`src/rtl/seg_pkg.sv`:
```
// Shared definitions for the seven-segment receive path: hex font table,
// decode/encode helpers and FIFO entry layout.
package seg_pkg;

  localparam int FIFO_DEPTH_DEF = 4;

  // Active-low g..a patterns, listed F down to 0 so that FONT[d] is digit d.
  localparam logic [15:0][6:0] FONT = {
    7'h0E, 7'h06, 7'h21, 7'h46, 7'h03, 7'h08, 7'h10, 7'h00,
    7'h78, 7'h02, 7'h12, 7'h19, 7'h30, 7'h24, 7'h79, 7'h40
  };

  typedef struct packed {
    logic       dp;
    logic [3:0] digit;
  } entry_t;

  typedef struct packed {
    logic       legal;
    logic [3:0] digit;
  } decode_t;

  function automatic decode_t seg_decode(input logic [6:0] code);
    decode_t r;
    r = '0;
    for (int i = 0; i < 16; i++) begin
      if (FONT[i] == code) begin
        r.legal = 1'b1;
        r.digit = 4'(i);
      end
    end
    return r;
  endfunction

  function automatic logic is_illegal(input logic [6:0] code);
    decode_t r;
    r = seg_decode(code);
    return !r.legal;
  endfunction

  function automatic logic [6:0] seg_encode(input logic [3:0] digit);
    return FONT[digit];
  endfunction

endpackage

```
`src/rtl/seg_decode_rx_if.sv`:
```
// Pattern input handshake and decoded-digit output handshake.
interface seg_decode_rx_if;
  logic [7:0] seg_in;
  logic       seg_valid;
  logic       seg_ready;
  logic [3:0] val_out;
  logic       dp_out;
  logic       val_valid;
  logic       val_ready;

  modport master (
    output seg_in, seg_valid, val_ready,
    input  seg_ready, val_out, dp_out, val_valid
  );

  modport slave (
    input  seg_in, seg_valid, val_ready,
    output seg_ready, val_out, dp_out, val_valid
  );
endinterface

```
`src/rtl/seg_fifo.sv`:
```
// First-word-fall-through FIFO with occupancy output; pointers wrap modulo DEPTH.
module seg_fifo #(
  parameter int DEPTH = 4,
  parameter int WIDTH = 5
) (
  input  logic                   clk,
  input  logic                   resetn,
  input  logic                   push,
  input  logic [WIDTH-1:0]       din,
  input  logic                   pop,
  output logic [WIDTH-1:0]       dout,
  output logic                   valid,
  output logic [$clog2(DEPTH):0] level
);
  localparam int AW = $clog2(DEPTH);
  localparam logic [AW:0] FULL = (AW+1)'(DEPTH);

  logic [WIDTH-1:0] mem [DEPTH];
  logic [AW-1:0]    wptr;
  logic [AW-1:0]    rptr;
  logic             do_push;
  logic             do_pop;

  assign valid   = (level != '0);
  assign do_push = push && (level != FULL);
  assign do_pop  = pop && valid;
  assign dout    = valid ? mem[rptr] : '0;

  // NOTE: storage has no reset; the head is gated by valid, so stale words are never visible.
  always_ff @(posedge clk) begin
    if (do_push) mem[wptr] <= din;
  end

  always_ff @(posedge clk or negedge resetn) begin
    if (!resetn) begin
      wptr  <= '0;
      rptr  <= '0;
      level <= '0;
    end else begin
      if (do_push) wptr <= wptr + 1'b1;
      if (do_pop)  rptr <= rptr + 1'b1;
      level <= level + (AW+1)'(do_push) - (AW+1)'(do_pop);
    end
  end
endmodule

```
`src/rtl/seg_decode_rx.sv`:
```
// Seven-segment pattern receiver: one-entry decode stage, illegal-code drop
// with saturating error count, and a FWFT output FIFO.
module seg_decode_rx
  import seg_pkg::*;
#(
  parameter int FIFO_DEPTH = FIFO_DEPTH_DEF,
  parameter int ERR_W      = 8
) (
  input  logic                        clk,
  input  logic                        resetn,
  seg_decode_rx_if.slave              bus,
  output logic                        err_pulse,
  output logic [ERR_W-1:0]            err_count,
  output logic [$clog2(FIFO_DEPTH):0] level
);
  logic    ready_en;
  logic    dec_valid;
  logic    [7:0] dec_pat;
  decode_t dec;
  logic    push;
  logic    bad;
  logic    accept;
  logic    fifo_valid;
  entry_t  din;
  entry_t  head;

  // NOTE: every always_comb output gets a default first so no path can infer a latch.
  always_comb begin
    dec       = seg_decode(dec_pat[6:0]);
    bad       = 1'b0;
    push      = 1'b0;
    din       = '0;
    if (dec_valid) begin
      bad  = !dec.legal;
      push = dec.legal;
    end
    din.dp    = dec_pat[7];
    din.digit = dec.digit;
  end

  // The decode stage always drains on the next edge, so counting it here keeps pushes from overflowing.
  assign bus.seg_ready = ready_en && ((int'(level) + int'(dec_valid)) < FIFO_DEPTH);
  assign accept        = bus.seg_valid && bus.seg_ready;

  always_ff @(posedge clk or negedge resetn) begin
    if (!resetn) begin
      ready_en  <= 1'b0;
      dec_valid <= 1'b0;
      dec_pat   <= '0;
      err_pulse <= 1'b0;
      err_count <= '0;
    end else begin
      ready_en  <= 1'b1;
      dec_valid <= accept;
      if (accept) dec_pat <= bus.seg_in;
      err_pulse <= bad;
      if (bad && (err_count != '1)) err_count <= err_count + 1'b1;
    end
  end

  seg_fifo #(
    .DEPTH (FIFO_DEPTH),
    .WIDTH ($bits(entry_t))
  ) u_fifo (
    .clk    (clk),
    .resetn (resetn),
    .push   (push),
    .din    (din),
    .pop    (bus.val_ready),
    .dout   (head),
    .valid  (fifo_valid),
    .level  (level)
  );

  assign bus.val_valid = fifo_valid;
  assign bus.val_out   = head.digit;
  assign bus.dp_out    = head.dp;
endmodule
```
`src/flat_wrapper.sv`:
```
// flat-port wrapper written by rule: the top's interface ports become plain ports
module seg_decode_rx_flat import seg_pkg::*;
#(
  parameter int FIFO_DEPTH = FIFO_DEPTH_DEF,
  parameter int ERR_W      = 8
)
  (clk, resetn, err_pulse, err_count, level, bus_seg_in, bus_seg_valid, bus_val_ready, bus_seg_ready, bus_val_out, bus_dp_out, bus_val_valid);
  seg_decode_rx_if bus_i ();
  input  logic clk;
  input  logic resetn;
  output logic err_pulse;
  output logic [ERR_W-1:0] err_count;
  output logic [$clog2(FIFO_DEPTH):0] level;
  input wire logic [$bits(bus_i.seg_in)-1:0] bus_seg_in;
  input wire logic [$bits(bus_i.seg_valid)-1:0] bus_seg_valid;
  input wire logic [$bits(bus_i.val_ready)-1:0] bus_val_ready;
  output wire logic [$bits(bus_i.seg_ready)-1:0] bus_seg_ready;
  output wire logic [$bits(bus_i.val_out)-1:0] bus_val_out;
  output wire logic [$bits(bus_i.dp_out)-1:0] bus_dp_out;
  output wire logic [$bits(bus_i.val_valid)-1:0] bus_val_valid;
  assign bus_i.seg_in = bus_seg_in;
  assign bus_i.seg_valid = bus_seg_valid;
  assign bus_i.val_ready = bus_val_ready;
  assign bus_seg_ready = bus_i.seg_ready;
  assign bus_val_out = bus_i.val_out;
  assign bus_dp_out = bus_i.dp_out;
  assign bus_val_valid = bus_i.val_valid;
  seg_decode_rx #(.FIFO_DEPTH(FIFO_DEPTH), .ERR_W(ERR_W)) u_core (.clk(clk), .resetn(resetn), .bus(bus_i), .err_pulse(err_pulse), .err_count(err_count), .level(level));
endmodule
```
`config.mk`:
```
export PLATFORM = sky130hd
export DESIGN_NAME = seg_decode_rx_flat
export DESIGN_NICKNAME = d
export VERILOG_FILES = /design/src/rtl/seg_pkg.sv /design/src/rtl/seg_decode_rx_if.sv /design/src/rtl/seg_fifo.sv /design/src/rtl/seg_decode_rx.sv /design/src/flat_wrapper.sv
export SDC_FILE = /design/constraint.sdc
export NUM_CORES = 1
export LEC_CHECK = 0
export ABC_AREA = 1
export BUFFER_PORTS_ARGS = -buffer_cell sky130_fd_sc_hd__clkbuf_2
export CORE_ASPECT_RATIO = 1.4
export CORE_MARGIN = 2
export CORE_UTILIZATION = 50
export CTS_BUF_LIST = sky130_fd_sc_hd__clkbuf_4 sky130_fd_sc_hd__clkbuf_8
export DETAILED_ROUTE_END_ITERATION = 10
export MAX_ROUTING_LAYER = met4
export PLACE_DENSITY = 0.76
export SKIP_LAST_GASP = 1
export SLEW_MARGIN = 10
export SYNTH_ARGS = -nofsm -noshare
export SYNTH_HDL_FRONTEND = slang
export SYNTH_HIERARCHICAL = 1
export SYNTH_SLANG_ARGS = --single-unit
```
`constraint.sdc`:
```
create_clock -name clk -period 3.71 [get_ports clk]
set_clock_uncertainty 0.15 [all_clocks]
set_input_delay 0.5565 -clock clk [delete_from_list [all_inputs] [get_ports clk]]
set_output_delay 0.5565 -clock clk [all_outputs]
set_load 0.05 [all_outputs]
```
==> results of run 1 <==
==> metal layers <==
layer	part of all wire [%]	GRT usage, %	up-vias
li1	-	-	1019
met1	42	20.2	858
met2	52	31.8	38
met3	4.2	3.73	10
met4	2.1	7.54	0
met5	0	-	-
==> registers in the layout (all words and copies together) (netlist names) <==
name and cells:
u_core/u_fifo/level 3, u_core/ready_en 1, u_core/u_fifo/wptr 2, u_core/dec_valid 1, u_core/dec_pat 8, u_core/u_fifo/mem 20, u_core/u_fifo/rptr 2, u_core/err_count 8
u_core/err_pulse 1
==> per-stage QoR <==
step           cell area [um2]  total power, mW
6_report                  2830             2.34
2_1_floorplan             2530             1.81
5_1_grt                   2830             2.54
4_1_cts                   2830             2.36
3_5_place_dp              2740             2.05
3_3_place_gp              2740             2.02
==> critical path: cells and delay by family (launching register included) <==
family / cells / cell delay, ns
and+or+nand+nor: 11 / 1.20
adders and majority gates: 3 / 0.83
DFF: 1 / 0.42
buffers and inverters: 4 / 0.28
==> report_power, final <==
group	switching [mW]	internal, mW	total (mW)
sequential	0.154	0.693	0.847
clock	0.152	0.148	0.300
combinational	0.864	0.328	1.19
total	1.17	1.17	2.34
==> cell usage after synthesis <==
cell      count  area, um2
nand2_2       9       56.3
nand2_4       3       33.8
dfrtp_1      26        651
edfxtp_1     20        601
inv_2         8       30.0
nor2_8        1       20.0
nand2_1      87        327
nor3_1        4       20.0
nand4_2       1       12.5
nand3_4       1       17.5
a31oi_1       2       12.5
nor2_4        2       22.5
buf_2         2       10.0
fa_1          1       20.0
clkbuf_1      1       3.75
xor2_1        4       35.0
nand4_1      12       75.1
buf_6         1       11.3
a21oi_1       5       25.0
o21ai_0       7       35.0
xnor2_1       3       26.3
nor2_2        4       25.0
inv_1        48        180
ha_1          7       87.6
nand3_1      21        105
nand3b_1      1       7.51
conb_1        1       3.75
nor2_1       21       78.8
==> final timing paths <==
path                       cells past startpoint  slack, ns                     end           startpoint
max in group asynchronous                      1       2.86  u_core/u_fifo/level[0]               resetn
setup reg to reg                              18       0.79  u_core/u_fifo/level[2]    u_core/dec_pat[0]
hold reg to reg                                2       0.39     u_core/err_count[5]  u_core/err_count[5]
min in group clk                               3       0.32       u_core/dec_pat[4]        bus_seg_in[4]
hold / removal                                 1       0.13       u_core/dec_pat[3]               resetn
setup / recovery                              18       0.79  u_core/u_fifo/level[2]    u_core/dec_pat[0]
==> final cells by class <==
type | count | area, um2
sequential | 46 | 1250
timing repair buffer | 30 | 150
clock inverter | 1 | 7.51
inverter | 56 | 210
clock buffer | 7 | 83.8
fill | 449 | 2050
tap | 64 | 80.1
multi-input combinational | 197 | 1050
==> kinds of logic after synthesis <==
| group | count (synthesis) | synth area share, % |
|---|---|---|
| adder cells (fa/ha/maj) | 8 | 4.25 |
| buffers and inverters | 60 | 9.29 |
| flip-flops | 46 | 49.4 |
| AND/OR/NAND/NOR | 167 | 31.6 |
| AO/OA/AOI/OAI | 14 | 2.87 |
| XOR/XNOR | 7 | 2.42 |
| other | 1 | 0.148 |
==> metrics.md, run 1 <==
| Metric | Value |
|---|---|
| Commonest cells after routing, fill and taps aside | `87 x nand2_1, 48 x inv_1, 30 x clkbuf_2, 26 x dfrtp_1` |
| Setup Fix Bufs, Post-CTS | `0` |
| Cells after DPL | `393` |
| Slew Limit Fails | `0` |
| Total number of vias | `1925` |
| Hpwl dp | `3.45 mm` |
| DR pass1 iterations | `5` |
| Yosys warning count | `6` |
| Initial antenna violation count | `0` |
| DRT iter0 DRCs | `67` |
| H-tree Lvls | `2` |
| Worst-skew pair later-pin latency | `0.29 ns` |
| Vias per cell | `4.80` |
| Post-placement worst setup slack | `0.808 ns` |
| Startpoint Class | `flop` |
| Post-layout min period | `2.92 ns` |
| FMAX | `342 MHz` |
| WS Path Type | `reg -> reg` |
| Final setup viols | `0` |
| Peak VDD IR | `0.468 mV` |
| Pwr Density | `827 nW/um2` |
| Vias in the first global route | `1826` |
| Synth Register Bits | `46` |
| Final period utilization | `78.8%` |
| NumNets Final | `356` |
| Max Cap Violations | `0` |
| P&R area growth vs syn | `11.7%` |
| Fin Hold WS | `0.131 ns` |
| Post-layout util | `58.0%` |
| Final Hold Viols | `0` |
| Post-DRT Antenna Nets | `0` |
| Drt drc | `0` |
| Synthesized Nets | `323` |
| CTS root buffer | `clkbuf_8` |
| Routability Congestion | `0.853` |
| Worst Slack Setup Final | `0.788 ns` |
| Drt wl/cell | `11.0 um` |
| Gate Count Post-Synth | `303` |
| Residual overflow from global routing | `0` |
| Status | `completed` |
| Gr usage total | `18.2%` |
| Slew HR | `56.1%` |
| Crit path max fanout | `10` |
| Post-Synthesis Cell Area | `2530 um2` |
| Unrepaired setup endpoints after global routing | `false` |
| Std cell rows | `30` |
| Post-Layout Cell Count | `401` |
| # diodes | `0` |
| Full die area | `5660 um2` |
| CTS buffer count | `5` |
| Post-synthesis sequential area ratio | `49.4%` |
| Leakage power | `1.47 nW` |
| Slowest CP cell | `dfrtp_1` |
| I/O pins | `31` |
| Final setup TNS | `0 ns` |
| WP data arrival | `3.01 ns` |
| Synth Area per Inst | `8.36 um2` |
| Worst Tran Pin Value | `0.658 ns` |
| Initial Util | `51.9%` |
| CP endpoint kind | `flop` |
| IO Port Bufs | `30` |
| CTS tree | `done` |
| Fraction of layout cells with a size suffix above 1 | `19.9%` |
| Clk buf depth | `2` |
| CTS resizes | `0` |
| Largest net degree at the start of global routing | `27` |
| First-pass GRT wire length | `7.84 mm` |
| CORE AREA | `4880 um2` |
| Netlist cell types | `28` |
| Commonest non-fill, non-tap cell in the layout | `nand2_1` |
| Worst path cell trace | `nor2_1 -> inv_1 -> nor2_1 -> nand2_1 -> nand2_2 -> nor2_4 -> nand2_4 -> nor2_8 -> nor2_1 -> nand2_1 -> ha_1 -> inv_1 -> ha_1 -> inv_1 -> fa_1 -> inv_1 -> nand2_1 -> nand2_1` |
| Clk sink count | `46` |
| DIE HEIGHT | `88.2 um` |
| Hold Buf Count CTS | `0` |
| Critical path data required time | `3.80 ns` |
| CTS clk-pin slew, worst paths | `0.08 ns` |
| Chip width | `64.1 um` |
| Hold crit path type | `in -> async` |
| WL final | `4.39 mm` |
| Max stage delay on crit path | `0.42 ns` |
(Power assumes the default switching activity.)
==> run 2, diff against run 1 <==
==> constraint.sdc (replaced) <==
create_clock -name clk -period 3 [get_ports clk]
set_clock_uncertainty 0.15 [all_clocks]
set_input_delay 0.45 -clock clk [delete_from_list [all_inputs] [get_ports clk]]
set_output_delay 0.45 -clock clk [all_outputs]
set_load 0.05 [all_outputs]
==> metrics.md, run 2 (synthesis gave the netlist of run 1 again) <==
| Metric | Value |
|---|---|
| CTS tree | `done` |
| P&R area growth vs syn | `12.3%` |
| Full die area | `5660 um2 (unchanged)` |
| Final setup TNS | `0 ns (unchanged)` |
| Worst Slack Setup Final | `0.201 ns (-0.587 ns)` |
| DR pass1 iterations | `5 (unchanged)` |
| Initial Util | `51.9% (unchanged)` |
| Slew Limit Fails | `0 (unchanged)` |
| Hold Buf Count CTS | `0 (unchanged)` |
| Routability Congestion | `0.851 (-0.27%)` |
| Worst Tran Pin Value | `0.660 ns (+0.00209 ns)` |
| CTS clk-pin slew, worst paths | `0.09 ns (about the same)` |
| Std cell rows | `30 (unchanged)` |
| Residual overflow from global routing | `0 (unchanged)` |
| H-tree Lvls | `2 (unchanged)` |
| First-pass GRT wire length | `8.05 mm (+2.7%)` |
| Crit path max fanout | `10 (unchanged)` |
| Clk buf depth | `2 (unchanged)` |
| Final period utilization | `93.3% (+15 points)` |
| WP data arrival | `2.86 ns (-0.15 ns)` |
| CTS buffer count | `5 (unchanged)` |
| Leakage power | `1.47 nW (+0.36%)` |
| # diodes | `0 (unchanged)` |
| Peak VDD IR | `0.520 mV (+11%)` |
| IO Port Bufs | `30 (unchanged)` |
| Gr usage total | `18.6% (+0.43 points)` |
| DIE HEIGHT | `88.2 um (unchanged)` |
| Critical path data required time | `3.06 ns (-0.74 ns)` |
| Met1 usage | `19.9% (-0.24 points)` |
| Initial antenna violation count | `0 (unchanged)` |
| Largest net degree at the start of global routing | `27 (unchanged)` |
| Post-DRT Antenna Nets | `0 (unchanged)` |
| Worst-skew pair later-pin latency | `0.30 ns (about the same)` |
| Drt wl/cell | `11.6 um (+5.6%)` |
| Max Cap Violations | `0 (unchanged)` |
| GR peak layer | `met2` |
| NumNets Final | `357 (+0.28%)` |
| Vias in the first global route | `1896 (+3.8%)` |
| Hpwl dp | `3.58 mm (+3.8%)` |
| Number of flip-flops in the largest register | `20 (unchanged)` |
| Final Hold Viols | `0 (unchanged)` |
| Filler cells | `443 (-1.3%)` |
| CTS root buffer | `clkbuf_8` |
| Commonest non-fill, non-tap cell in the layout | `nand2_1` |
| CORE AREA | `4880 um2 (unchanged)` |
| Drt drc | `0 (unchanged)` |
| WL final | `4.65 mm (+5.8%)` |
| DRT iter0 DRCs | `55 (-18%)` |
| Hold crit path type | `in -> async` |
| Post-placement worst setup slack | `0.189 ns (-0.619 ns)` |
| Total number of vias | `1976 (+2.6%)` |
| Registers with the most flip-flops | `u_core/u_fifo/mem x20, u_core/dec_pat x8, u_core/err_count x8` |
| Final setup viols | `0 (unchanged)` |
| Slew HR | `56.0% (-0.14 points)` |
| Commonest cells after routing, fill and taps aside | `87 x nand2_1, 48 x inv_1, 30 x clkbuf_2, 26 x dfrtp_1, 21 x nand3_1` |
| Status | `completed` |
| Unrepaired setup endpoints after global routing | `false` |
| Grt met2 use | `34.7% (+2.8 points)` |
| I/O pins | `31 (unchanged)` |
| GR Util met3 | `3.08% (-0.64 points)` |
| Biggest register | `u_core/u_fifo/mem` |
| Chip width | `64.1 um (unchanged)` |
| CP endpoint kind | `flop` |
| FMAX | `357 MHz (+4.4%)` |
| Vias per cell | `4.92 (+2.4%)` |
| Startpoint Class | `flop` |
| Clk sink count | `46 (unchanged)` |
| Post-layout min period | `2.80 ns (-0.123 ns)` |
| Fraction of layout cells with a size suffix above 1 | `20.4% (+0.53 points)` |
| Pwr Density | `1030 nW/um2 (+25%)` |
| WS Path Type | `reg -> reg` |
[run 2: worst paths after layout]
check,startpoint,to,slack (ns),cells after the start
worst max-delay path,u_core/dec_pat[6],u_core/u_fifo/level[1],0.20,16
max in group asynchronous,resetn,u_core/err_count[0],2.26,1
worst min register to register,u_core/err_count[5],u_core/err_count[5],0.40,2
worst max register to register,u_core/dec_pat[6],u_core/u_fifo/level[1],0.20,16
worst min-delay path,resetn,u_core/u_fifo/wptr[0],0.02,1
min in group clk,bus_seg_in[4],u_core/dec_pat[4],0.20,3
[run 2: area by class of cell]
class / instances / area (um2) / area share [%]
sequential: 46 / 1250 / 44.0
multi-input combinational: 197 / 1050 / 37.0
inverter: 56 / 210 / 7.39
timing repair buffer: 31 / 158 / 5.54
tap: 64 / 80.1 / 2.82
clock buffer: 5 / 68.8 / 2.42
clock inverter: 3 / 22.5 / 0.792
[run 2: power breakdown]
| group | internal [mW] | leakage, nW | total (mW) | switching (mW) |
|---|---|---|---|---|
| clock | 0.167 | 0.0451 | 0.384 | 0.217 |
| combinational | 0.414 | 0.912 | 1.49 | 1.08 |
| sequential | 0.856 | 0.515 | 1.05 | 0.197 |
[run 2: metal layers]
layer	up-vias	part of all wire [%]
met5	-	0
met4	0	0.86
met3	4	3.5
met2	39	54
met1	917	42
li1	1016	-
[run 2: what timing repair did]
action | 4_1_cts | 5_1_grt
endpoints found under the hold margin | 0 | 0
endpoints found under the setup margin | 0 | 2
resized for setup | 0 | 2
buffers inserted | 0 | 0
[run 2: worst max-delay path, cell delays in order, from the launching register on]
cell	delay (ns)
dfrtp_1	0.42
inv_2	0.09
nand2_2	0.07
nor2_2	0.21
nand2_1	0.14
nand2_2	0.12
nor2_4	0.05
nand2_4	0.09
nor2_8	0.06
nor2_1	0.16
nand2_1	0.10
ha_1	0.29
inv_1	0.06
ha_1	0.13
inv_1	0.05
fa_1	0.48
inv_1	0.04
[run 2: per-stage QoR]
| step | area [um2] | hold WS (ns) | std cells | power, mW | util, % |
|---|---|---|---|---|---|
| after floorplan | 2530 | 0.00441 | 303 | 2.24 | - |
| after global placement | 2750 | 0.354 | 394 | 2.50 | 56.3 |
| after detailed placement | 2750 | 0.356 | 394 | 2.55 | 56.3 |
| after CTS | 2840 | 0.0279 | 402 | 2.93 | 58.1 |
| after global routing | 2840 | 0.0547 | 402 | 3.15 | 58.3 |
| final | 2840 | 0.0174 | 402 | 2.93 | 58.3 |
